File: config.mk
export PLATFORM = sky130hd
export DESIGN_NAME = spi_reg_slave
export DESIGN_NICKNAME = d
export VERILOG_FILES = /design/src/rtl/spi_reg_slave.sv
export SDC_FILE = /design/constraint.sdc
export NUM_CORES = 1
export LEC_CHECK = 0
export CAP_MARGIN = 20
export CORE_AREA = 2 2 80 82
export CTS_BUF_LIST = sky130_fd_sc_hd__clkbuf_16
export CTS_CLUSTER_DIAMETER = 80
export DETAILED_ROUTE_END_ITERATION = 6
export DIE_AREA = 0 0 82 84
export SYNTH_ARGS = -nofsm -noshare
export SYNTH_HDL_FRONTEND = slang
export SYNTH_SLANG_ARGS = --single-unit
export TNS_END_PERCENT = 20
File: constraint.sdc
create_clock -name clk -period 2.3 [get_ports clk]
set_clock_uncertainty 0.2 [all_clocks]
set_input_delay 0.345 -clock clk [delete_from_list [all_inputs] [get_ports clk]]
set_output_delay 0.345 -clock clk [all_outputs]
set_load 0.01 [all_outputs]
File: src/rtl/spi_reg_slave.sv
// Clk-oversampled SPI slave giving register read/write access with selectable CPOL/CPHA.
// Optional SPI_BURST_EN: auto-incrementing multi-word bursts that run until cs_n rises.
module spi_reg_slave #(
  parameter int unsigned ADDR_W      = 2,
  parameter int unsigned DATA_W      = 8,
  parameter int unsigned CPOL        = 0,
  parameter int unsigned CPHA        = 1,
  parameter int unsigned SYNC_STAGES = 2
) (
  input  logic              clk,
  input  logic              rst_n,
  input  logic              sclk,
  input  logic              mosi,
  input  logic              cs_n,
  output logic              miso,
  output logic              rd_req,
  output logic [ADDR_W-1:0] rd_addr,
  input  logic [DATA_W-1:0] rd_data,
  output logic              wr_en,
  output logic [ADDR_W-1:0] wr_addr,
  output logic [DATA_W-1:0] wr_data,
  output logic              busy
);
  localparam int unsigned CMD_W    = ADDR_W + 1;
  localparam int unsigned MAX_BITS = (CMD_W > DATA_W) ? CMD_W : DATA_W;
  localparam int unsigned CNT_W    = $clog2(MAX_BITS + 1);
  localparam logic        IDLE_LVL = 1'(CPOL);

  typedef enum logic [2:0] {IDLE, CMD, RD_DATA, WR_DATA, DONE} state_e;

  state_e                 state_q, state_d;
  logic [SYNC_STAGES-1:0] sclk_sync_q, sclk_sync_d;
  logic [SYNC_STAGES-1:0] mosi_sync_q, mosi_sync_d;
  logic [SYNC_STAGES-1:0] cs_sync_q, cs_sync_d;
  logic                   sclk_prev_q, sclk_prev_d;
  logic                   cs_prev_q, cs_prev_d;
  logic [CNT_W-1:0]       bit_cnt_q, bit_cnt_d;
  logic [CMD_W-1:0]       cmd_q, cmd_d;
  logic [DATA_W-1:0]      shreg_q, shreg_d;
  logic [ADDR_W-1:0]      addr_q, addr_d;
  logic                   miso_q, miso_d;
  logic                   rd_req_q, rd_req_d;
  logic [ADDR_W-1:0]      rd_addr_q, rd_addr_d;
  logic                   wr_en_q, wr_en_d;
  logic [ADDR_W-1:0]      wr_addr_q, wr_addr_d;
  logic [DATA_W-1:0]      wr_data_q, wr_data_d;
  logic                   busy_q, busy_d;

  logic sclk_s, mosi_s, cs_s;
  logic lead_c, trail_c, sample_c, shift_c, cs_fall_c, cs_rise_c;

  // Synchronisers and edge strobes; cs chain resets low so a frame already running at reset release is ignored
  always_comb begin
    sclk_sync_d = {sclk_sync_q[SYNC_STAGES-2:0], sclk};
    mosi_sync_d = {mosi_sync_q[SYNC_STAGES-2:0], mosi};
    cs_sync_d   = {cs_sync_q[SYNC_STAGES-2:0], cs_n};
    sclk_s      = sclk_sync_q[SYNC_STAGES-1];
    mosi_s      = mosi_sync_q[SYNC_STAGES-1];
    cs_s        = cs_sync_q[SYNC_STAGES-1];
    sclk_prev_d = sclk_s;
    cs_prev_d   = cs_s;
    lead_c      = (sclk_s != sclk_prev_q) && (sclk_prev_q == IDLE_LVL);
    trail_c     = (sclk_s != sclk_prev_q) && (sclk_prev_q != IDLE_LVL);
    sample_c    = (CPHA == 0) ? lead_c : trail_c;
    shift_c     = (CPHA == 0) ? trail_c : lead_c;
    cs_fall_c   = cs_prev_q && !cs_s;
    cs_rise_c   = !cs_prev_q && cs_s;
  end

  // Frame FSM: command, then read or write data word(s)
  always_comb begin
    state_d   = state_q;
    bit_cnt_d = bit_cnt_q;
    cmd_d     = cmd_q;
    shreg_d   = shreg_q;
    addr_d    = addr_q;
    miso_d    = miso_q;
    rd_req_d  = 1'b0;
    rd_addr_d = rd_addr_q;
    wr_en_d   = 1'b0;
    wr_addr_d = wr_addr_q;
    wr_data_d = wr_data_q;
    if (cs_rise_c) begin
      state_d   = IDLE;
      bit_cnt_d = '0;
    end else begin
      unique case (state_q)
        IDLE: begin
          if (cs_fall_c) begin
            state_d   = CMD;
            bit_cnt_d = '0;
            cmd_d     = '0;
          end
        end
        CMD: begin
          if (sample_c) begin
            cmd_d = CMD_W'({cmd_q, mosi_s});
            if (bit_cnt_q == CNT_W'(CMD_W - 1)) begin
              bit_cnt_d = '0;
              addr_d    = cmd_d[ADDR_W-1:0];
              if (cmd_d[CMD_W-1]) begin
                state_d   = RD_DATA;
                rd_req_d  = 1'b1;
                rd_addr_d = cmd_d[ADDR_W-1:0];
              end else begin
                state_d = WR_DATA;
              end
            end else begin
              bit_cnt_d = bit_cnt_q + CNT_W'(1);
            end
          end
        end
        RD_DATA: begin
          if (rd_req_q) begin
            shreg_d = rd_data;
          end else if (shift_c && (bit_cnt_q != CNT_W'(DATA_W))) begin
            miso_d  = shreg_q[DATA_W-1];
            shreg_d = DATA_W'({shreg_q, 1'b0});
`ifdef SPI_BURST_EN
            // Prefetch the next word while its predecessor's last bit is on the wire
            if (bit_cnt_q == CNT_W'(DATA_W - 1)) begin
              bit_cnt_d = '0;
              addr_d    = addr_q + ADDR_W'(1);
              rd_req_d  = 1'b1;
              rd_addr_d = addr_q + ADDR_W'(1);
            end else begin
              bit_cnt_d = bit_cnt_q + CNT_W'(1);
            end
`else
            bit_cnt_d = bit_cnt_q + CNT_W'(1);
`endif
          end else if (sample_c && (bit_cnt_q == CNT_W'(DATA_W))) begin
            state_d = DONE;
          end
        end
        WR_DATA: begin
          if (sample_c) begin
            shreg_d = DATA_W'({shreg_q, mosi_s});
            if (bit_cnt_q == CNT_W'(DATA_W - 1)) begin
              wr_en_d   = 1'b1;
              wr_addr_d = addr_q;
              wr_data_d = shreg_d;
              bit_cnt_d = '0;
`ifdef SPI_BURST_EN
              addr_d    = addr_q + ADDR_W'(1);
`else
              state_d   = DONE;
`endif
            end else begin
              bit_cnt_d = bit_cnt_q + CNT_W'(1);
            end
          end
        end
        DONE:    state_d = DONE;
        default: state_d = IDLE;
      endcase
    end
    if (state_d != RD_DATA) miso_d = 1'b0;
    busy_d = (state_d != IDLE);
  end

  always_ff @(posedge clk or negedge rst_n) begin
    if (!rst_n) begin
      state_q     <= IDLE;
      sclk_sync_q <= {SYNC_STAGES{IDLE_LVL}};
      mosi_sync_q <= '0;
      cs_sync_q   <= '0;
      sclk_prev_q <= IDLE_LVL;
      cs_prev_q   <= 1'b0;
      bit_cnt_q   <= '0;
      cmd_q       <= '0;
      shreg_q     <= '0;
      addr_q      <= '0;
      miso_q      <= 1'b0;
      rd_req_q    <= 1'b0;
      rd_addr_q   <= '0;
      wr_en_q     <= 1'b0;
      wr_addr_q   <= '0;
      wr_data_q   <= '0;
      busy_q      <= 1'b0;
    end else begin
      state_q     <= state_d;
      sclk_sync_q <= sclk_sync_d;
      mosi_sync_q <= mosi_sync_d;
      cs_sync_q   <= cs_sync_d;
      sclk_prev_q <= sclk_prev_d;
      cs_prev_q   <= cs_prev_d;
      bit_cnt_q   <= bit_cnt_d;
      cmd_q       <= cmd_d;
      shreg_q     <= shreg_d;
      addr_q      <= addr_d;
      miso_q      <= miso_d;
      rd_req_q    <= rd_req_d;
      rd_addr_q   <= rd_addr_d;
      wr_en_q     <= wr_en_d;
      wr_addr_q   <= wr_addr_d;
      wr_data_q   <= wr_data_d;
      busy_q      <= busy_d;
    end
  end

  assign miso    = miso_q;
  assign rd_req  = rd_req_q;
  assign rd_addr = rd_addr_q;
  assign wr_en   = wr_en_q;
  assign wr_addr = wr_addr_q;
  assign wr_data = wr_data_q;
  assign busy    = busy_q;

endmodule

==> flow_summary.toml, run 1 <==
[status]
status = "complete, no violations"

[synth]
yosysTopAreaCellShare_pct = 53.2
synthCells = 180
synth_top_cell_by_area = "dfrtp_1"
ys_warn_count = 0
ys_types = 39
syn_area_mm2 = 0.00202
async_flop_share_pct = 100
ys_ff_latch = 43
synthFlopType = "dfrtp_1"
syn_nets = 198
synth_most_common_cell = "dfrtp_1"
synth_edf_count = 0
avgSynthCellArea_um2 = 11.2
ys_top_cells_by_count = "43 x dfrtp_1, 17 x nor2_1, 12 x mux2_2, 12 x nand2_1, 10 x a21oi_1"
synth_seq_area_share_pct = 53.2
synth.area.top_cells = "dfrtp_1 53%, mux2_2 6.7%, mux2i_1 4.0%, nor2_1 3.2%, ha_1 3.1%"

[worst_hold_path]
hp-class = "flip-flop to flip-flop"
holdCritStartpoint = "sclk_sync_q[0]$_DFF_PN0_"
hold_end = "sclk_sync_q[1]$_DFF_PN0_"
whs_path_depth = 0

[power_and_ir_drop]
ir_drop_mv = 0.461
p_per_area_mw_per_mm2 = 720
p_leak_nw = 1.19
total_power_mw = 1.84

[sta]
fmax_mhz = 462
finalWorstSetupSlack_ns = 0.135
worstMarginPinSlew_ns = 0.501
finalSetupViolCount = 0
final_hold_viol_count = 0
finalCritPeriodShare_pct = 94.1
relSlewSlack_pct = 66.6
worst_hold_slack_ns = 0.149
finalCriticalPeriod_ns = 2.16
slew_violations = 0
rsz0062_at_grt = "false"
tns_ns = 0

[grt]
antenna_found_initial = 0
grt_first_pass_wirelength_mm = 6.85
grt_pass1_vias = 1447
grt_max_degree = 23
grt_overflow = 0
grtUsageTotal_pct = 13.1

[floorplan]
die_h_um = 84
fp.dieW_um = 82
ios = 29
initial_utilization_pct = 33.2
die_area_mm2 = 0.00689
core-area_mm2 = 0.00610
rows = 29

[worst_setup_path]
path_class = "flip-flop to flip-flop"
cp-end-kind = "flip-flop"
worstPathArrival_ns = 2.14
r2r-start = "cs_sync_q[1]$_DFF_PN0_"
worst-r2r-setup-slack_ns = 0.14
cp.required_ns = 2.27
crit_fanout = 8
critPathLaunchType = "flip-flop"
rr_worst_depth = 7
r2r-end = "bit_cnt_q[3]$_DFFE_PN0P_"

[cts]
htreeDepth = 2
cts_tree = "done"
post_cts_buffers = 0
cts.sinks = 43
root_buffer = "clkbuf_16"
cts_buffers = 5
clockBufferDepth = 2
insertion_delay_ns = 0.28
clk_pin_slew_ns = 0.06
holdBufCountCts = 1
ctsResizeCount = 0

[placed_design]
dp_cells = 285
port-buffer-count = 28
pre_cts_ws_ns = 0.129
routabilityCongestion = 0.784
hpwl_mm = 2.89

[drt]
drt_iter0_drc = 82
dr.pass1.iters = 4
routed_wl_mm = 3.93
wl_per_cell_um = 13.4
antenna_left = 0
avgViaCountPerCell = 4.97
vias = 1461
drc_errors = 0

[layout]
num_antenna_cells = 0
synthToLayoutAreaGrowth_pct = 26.4
layout.cells.non_filler = 294
nets = 234
layout-drive-gt1-share_pct = 17.5

[flow_run]
max_cap_violations = 0
-- cell usage in the layout, fill, tap and decap left out, types with 8 or more instances in the layout --
| master | instances |
|---|---|
| nor2_1 | 17 |
| buf_4 | 8 |
| nand2_1 | 12 |
| inv_1 | 10 |
| a21oi_1 | 10 |
| clkdlybuf4s50_1 | 27 |
| dfrtp_1 | 43 |
| mux2i_1 | 8 |
| mux2_2 | 12 |
| nand3_1 | 9 |
-- per-stage QoR --
stage / util, % / area, um2
2_1_floorplan: - / 2020
3_3_place_gp: 39.4 / 2400
6_report: 41.9 / 2550
3_5_place_dp: 39.4 / 2400
4_1_cts: 41.9 / 2550
5_1_grt: 41.9 / 2550
-- how the worst max path moves through the flow --
stage                                 startpoint                       end  slack [ns]
after global placement    cs_sync_q[1]$_DFF_PN0_  bit_cnt_q[3]$_DFFE_PN0P_        0.18
after global routing      cs_sync_q[1]$_DFF_PN0_  bit_cnt_q[3]$_DFFE_PN0P_        0.01
after CTS                 cs_sync_q[1]$_DFF_PN0_  bit_cnt_q[3]$_DFFE_PN0P_        0.11
after detailed placement  cs_sync_q[1]$_DFF_PN0_  bit_cnt_q[3]$_DFFE_PN0P_        0.13
after floorplan           cs_sync_q[1]$_DFF_PN0_  bit_cnt_q[3]$_DFFE_PN0P_        0.26
final                     cs_sync_q[1]$_DFF_PN0_  bit_cnt_q[3]$_DFFE_PN0P_        0.14
-- registers in the layout (all words and copies together), names as in the netlist, 3 cells and up --
name / count
wr_data: 8
state_q: 3
bit_cnt_q: 4
shreg_q: 8
-- routing by layer --
metal	up-vias	global-route usage, %	routed length (um)
li1	707	-	-
met1	709	17.4	1740
met4	0	7.42	99
met2	36	19.1	1920
met5	-	0	0
met3	9	3.68	161
-- layout make-up --
cell class / instances / area (um2)
clock buffer: 5 / 125
clock inverter: 3 / 16.3
fill: 595 / 3540
inverter: 9 / 33.8
multi-input combinational: 120 / 862
sequential: 43 / 1080
tap: 77 / 96.3
timing repair buffer: 37 / 345
-- logic make-up (layout without fill, tap and decap cells) --
group,Yosys count,after routing,synth area share [%]
AND/OR/NAND/NOR,62,62,16.6
AO/OA/AOI/OAI,31,31,11.2
buffers and inverters,17,54,4.15
flip-flops,43,43,53.2
multiplexers,22,22,11.8
adder cells (fa/ha/maj),5,5,3.09
-- where the power goes --
part	leakage, nW	internal, mW	switching (mW)
sequential	0.536	0.813	0.0477
combinational	0.583	0.138	0.162
clock	0.0710	0.396	0.283
-- critical path, stage by stage (launching register included) --
cell	delay [ns]
dfrtp_1	0.36
inv_1	0.05
ha_1	0.27
nor2b_1	0.16
o21ai_0	0.33
a2bb2oi_4	0.26
a21bo_1	0.23
a32o_1	0.19
Note: power is estimated with default switching activity, not from simulation.
==> run 2: changes to the inputs <==
--- a/config.mk
+++ b/config.mk
@@ -6,11 +6,12 @@
 export NUM_CORES = 1
 export LEC_CHECK = 0
 export CAP_MARGIN = 20
-export CORE_AREA = 2 2 80 82
+export CORE_AREA = 3 3 81 83
 export CTS_BUF_LIST = sky130_fd_sc_hd__clkbuf_16
 export CTS_CLUSTER_DIAMETER = 80
 export DETAILED_ROUTE_END_ITERATION = 6
-export DIE_AREA = 0 0 82 84
+export DIE_AREA = 0 0 84 86
+export REMOVE_ABC_BUFFERS = 1
 export SYNTH_ARGS = -nofsm -noshare
 export SYNTH_HDL_FRONTEND = slang
 export SYNTH_SLANG_ARGS = --single-unit
==> run 2 against run 1 <==
  * Largest cell class unchanged
  * Critical path type unchanged
  * Largest power group unchanged
  * First-iteration DRC count up 21%
  * Flip-flop and latch count unchanged
  * Highest routed layer unchanged
  * Global-route usage shrank 1.7 points
==> flow_summary.toml, run 2 (synthesis gave the netlist of run 1 again) <==
[power_and_ir_drop]
p_leak_nw = 1.18
netSwitchingPower_mw = 0.457
pwr-share-seq_pct = 48.1
ir_drop_mv = 0.437
p_int_mw = 1.34
p_comb_share_pct = 16.2
p_per_area_mw_per_mm2 = 706
pwr-share-clk_pct = 35.8
p_sw_share_pct = 25.5

[drt]
vias = 1395
dr.pass1.iters = 6
antenna_left = 0
routed_wl_mm = 3.80
drt_iter0_drc = 99
drc_errors = 0
wl_per_cell_um = 13.2
avgViaCountPerCell = 4.84

[layout]
synthToLayoutAreaGrowth_pct = 25.7
final_cell_mix = "43 x dfrtp_1, 27 x clkdlybuf4s50_1, 17 x nor2_1"
nets = 232
fillers = 544
num_antenna_cells = 0
layout-drive-gt1-share_pct = 16.4
final_common_cell = "dfrtp_1"

[sta]
finalSetupViolCount = 0
slew_violations = 0
rsz0062_at_grt = "false"
worstMarginPinSlew_ns = 0.548
tns_ns = 0
relSlewSlack_pct = 63.4
finalCritPeriodShare_pct = 90.4
fmax_mhz = 481
finalCriticalPeriod_ns = 2.08
worst_hold_slack_ns = 0.146
final_hold_viol_count = 0

[placed_design]
hpwl_mm = 2.76
routabilityCongestion = 0.859
port-buffer-count = 28

[worst_hold_path]
hp-class = "flip-flop to flip-flop"
whs_path_depth = 0
holdCritStartpoint = "cs_sync_q[0]$_DFF_PN0_"
hold_end = "cs_sync_q[1]$_DFF_PN0_"

[cts]
root_buffer = "clkbuf_16"
clk_pin_slew_ns = 0.06
insertion_delay_ns = 0.27
cts_buffers = 5
htreeDepth = 2
cts_tree = "done"
cts.sinks = 43
clockBufferDepth = 2

[floorplan]
core-area_mm2 = 0.00592
die_area_mm2 = 0.00722
ios = 29
die_h_um = 86
fp.dieW_um = 84
rows = 28
initial_utilization_pct = 34.2

[worst_setup_path]
cp_slowest_cell = "dfrtp_1"
cp-end-kind = "flip-flop"
worstPathArrival_ns = 2.03
path_class = "flip-flop to flip-flop"
critPathLaunchType = "flip-flop"
rr_worst_depth = 5
cp.required_ns = 2.25
critPathMaxStageDelay_ns = 0.51
crit_fanout = 11
critPathTopFamily = "simple AND/OR/NAND/NOR gates"
r2r-end = "rd_addr[0]$_DFFE_PN0P_"
r2r-start = "state_q[2]$_DFF_PN0_"
worst-r2r-setup-slack_ns = 0.22
crit_buf_inv = 0
cp_cell_sequence = "nor3b_2 -> nand4_1 -> nor2_2 -> nand2_1 -> mux2_1"

[grt]
grt_overflow = 0
grtUsageTotal_pct = 11.5
grt_first_pass_wirelength_mm = 6.64
grt_pass1_vias = 1347
grt_max_degree = 44
antenna_found_initial = 0

[flow_run]
max_cap_violations = 0

[status]
status = "complete, no violations"
-- run 2: cell type report --
class                   instances  area (um2)  share of cell area [%]
clock buffers                   5         125                    4.92
clock inverters                 1        7.51                   0.295
inverters                       9        33.8                    1.33
multi-input cells             120         862                    33.9
flip-flops and latches         43        1080                    42.3
well taps                      75        93.8                    3.69
repair buffers                 35         343                    13.5
-- run 2: layer usage --
metal	wire length, um	GRT usage (%)	part of all wire (%)
met1	1850	16.4	49
met2	1780	17.0	47
met3	135	3.36	3.6
met4	28	3.07	0.74
met5	0	0	0
-- run 2: per-stage QoR --
step	instances	power (mW)	utilization, %	cell area (um2)	worst slack [ns]
after CTS	288	1.82	42.9	2540	0.145
after detailed placement	281	1.16	40.5	2400	0.158
after global placement	281	1.16	40.5	2400	0.184
after floorplan	172	1.05	-	1970	0.244
after global routing	288	1.91	42.9	2540	0.0546
final	288	1.80	42.9	2540	0.221
-- run 2: power groups by stage --
stage	Clock [mW]	Sequential, mW	Combinational [mW]
after floorplan	0	0.868	0.187
after global placement	0	0.875	0.284
after detailed placement	0	0.875	0.290
after CTS	0.668	0.862	0.293
after global routing	0.707	0.873	0.332
final	0.642	0.863	0.290
-- run 2: repair_timing --
action / CTS / global route
resized for setup: 0 / 1
hold endpoints to repair: 43 / 0
hold buffers: 1 / 0
setup buffers: 0 / 0
endpoints found under the setup margin: 0 / 1
-- run 2: how the worst max path moves through the flow --
stage | from | to | cells past startpoint
5_1_grt | state_q[2]$_DFF_PN0_ | rd_addr[0]$_DFFE_PN0P_ | 5
2_1_floorplan | cs_sync_q[1]$_DFF_PN0_ | bit_cnt_q[3]$_DFFE_PN0P_ | 7
6_report | state_q[2]$_DFF_PN0_ | rd_addr[0]$_DFFE_PN0P_ | 5
4_1_cts | cs_sync_q[1]$_DFF_PN0_ | bit_cnt_q[3]$_DFFE_PN0P_ | 7
3_3_place_gp | cs_sync_q[1]$_DFF_PN0_ | bit_cnt_q[3]$_DFFE_PN0P_ | 7
3_5_place_dp | cs_sync_q[1]$_DFF_PN0_ | bit_cnt_q[3]$_DFFE_PN0P_ | 7
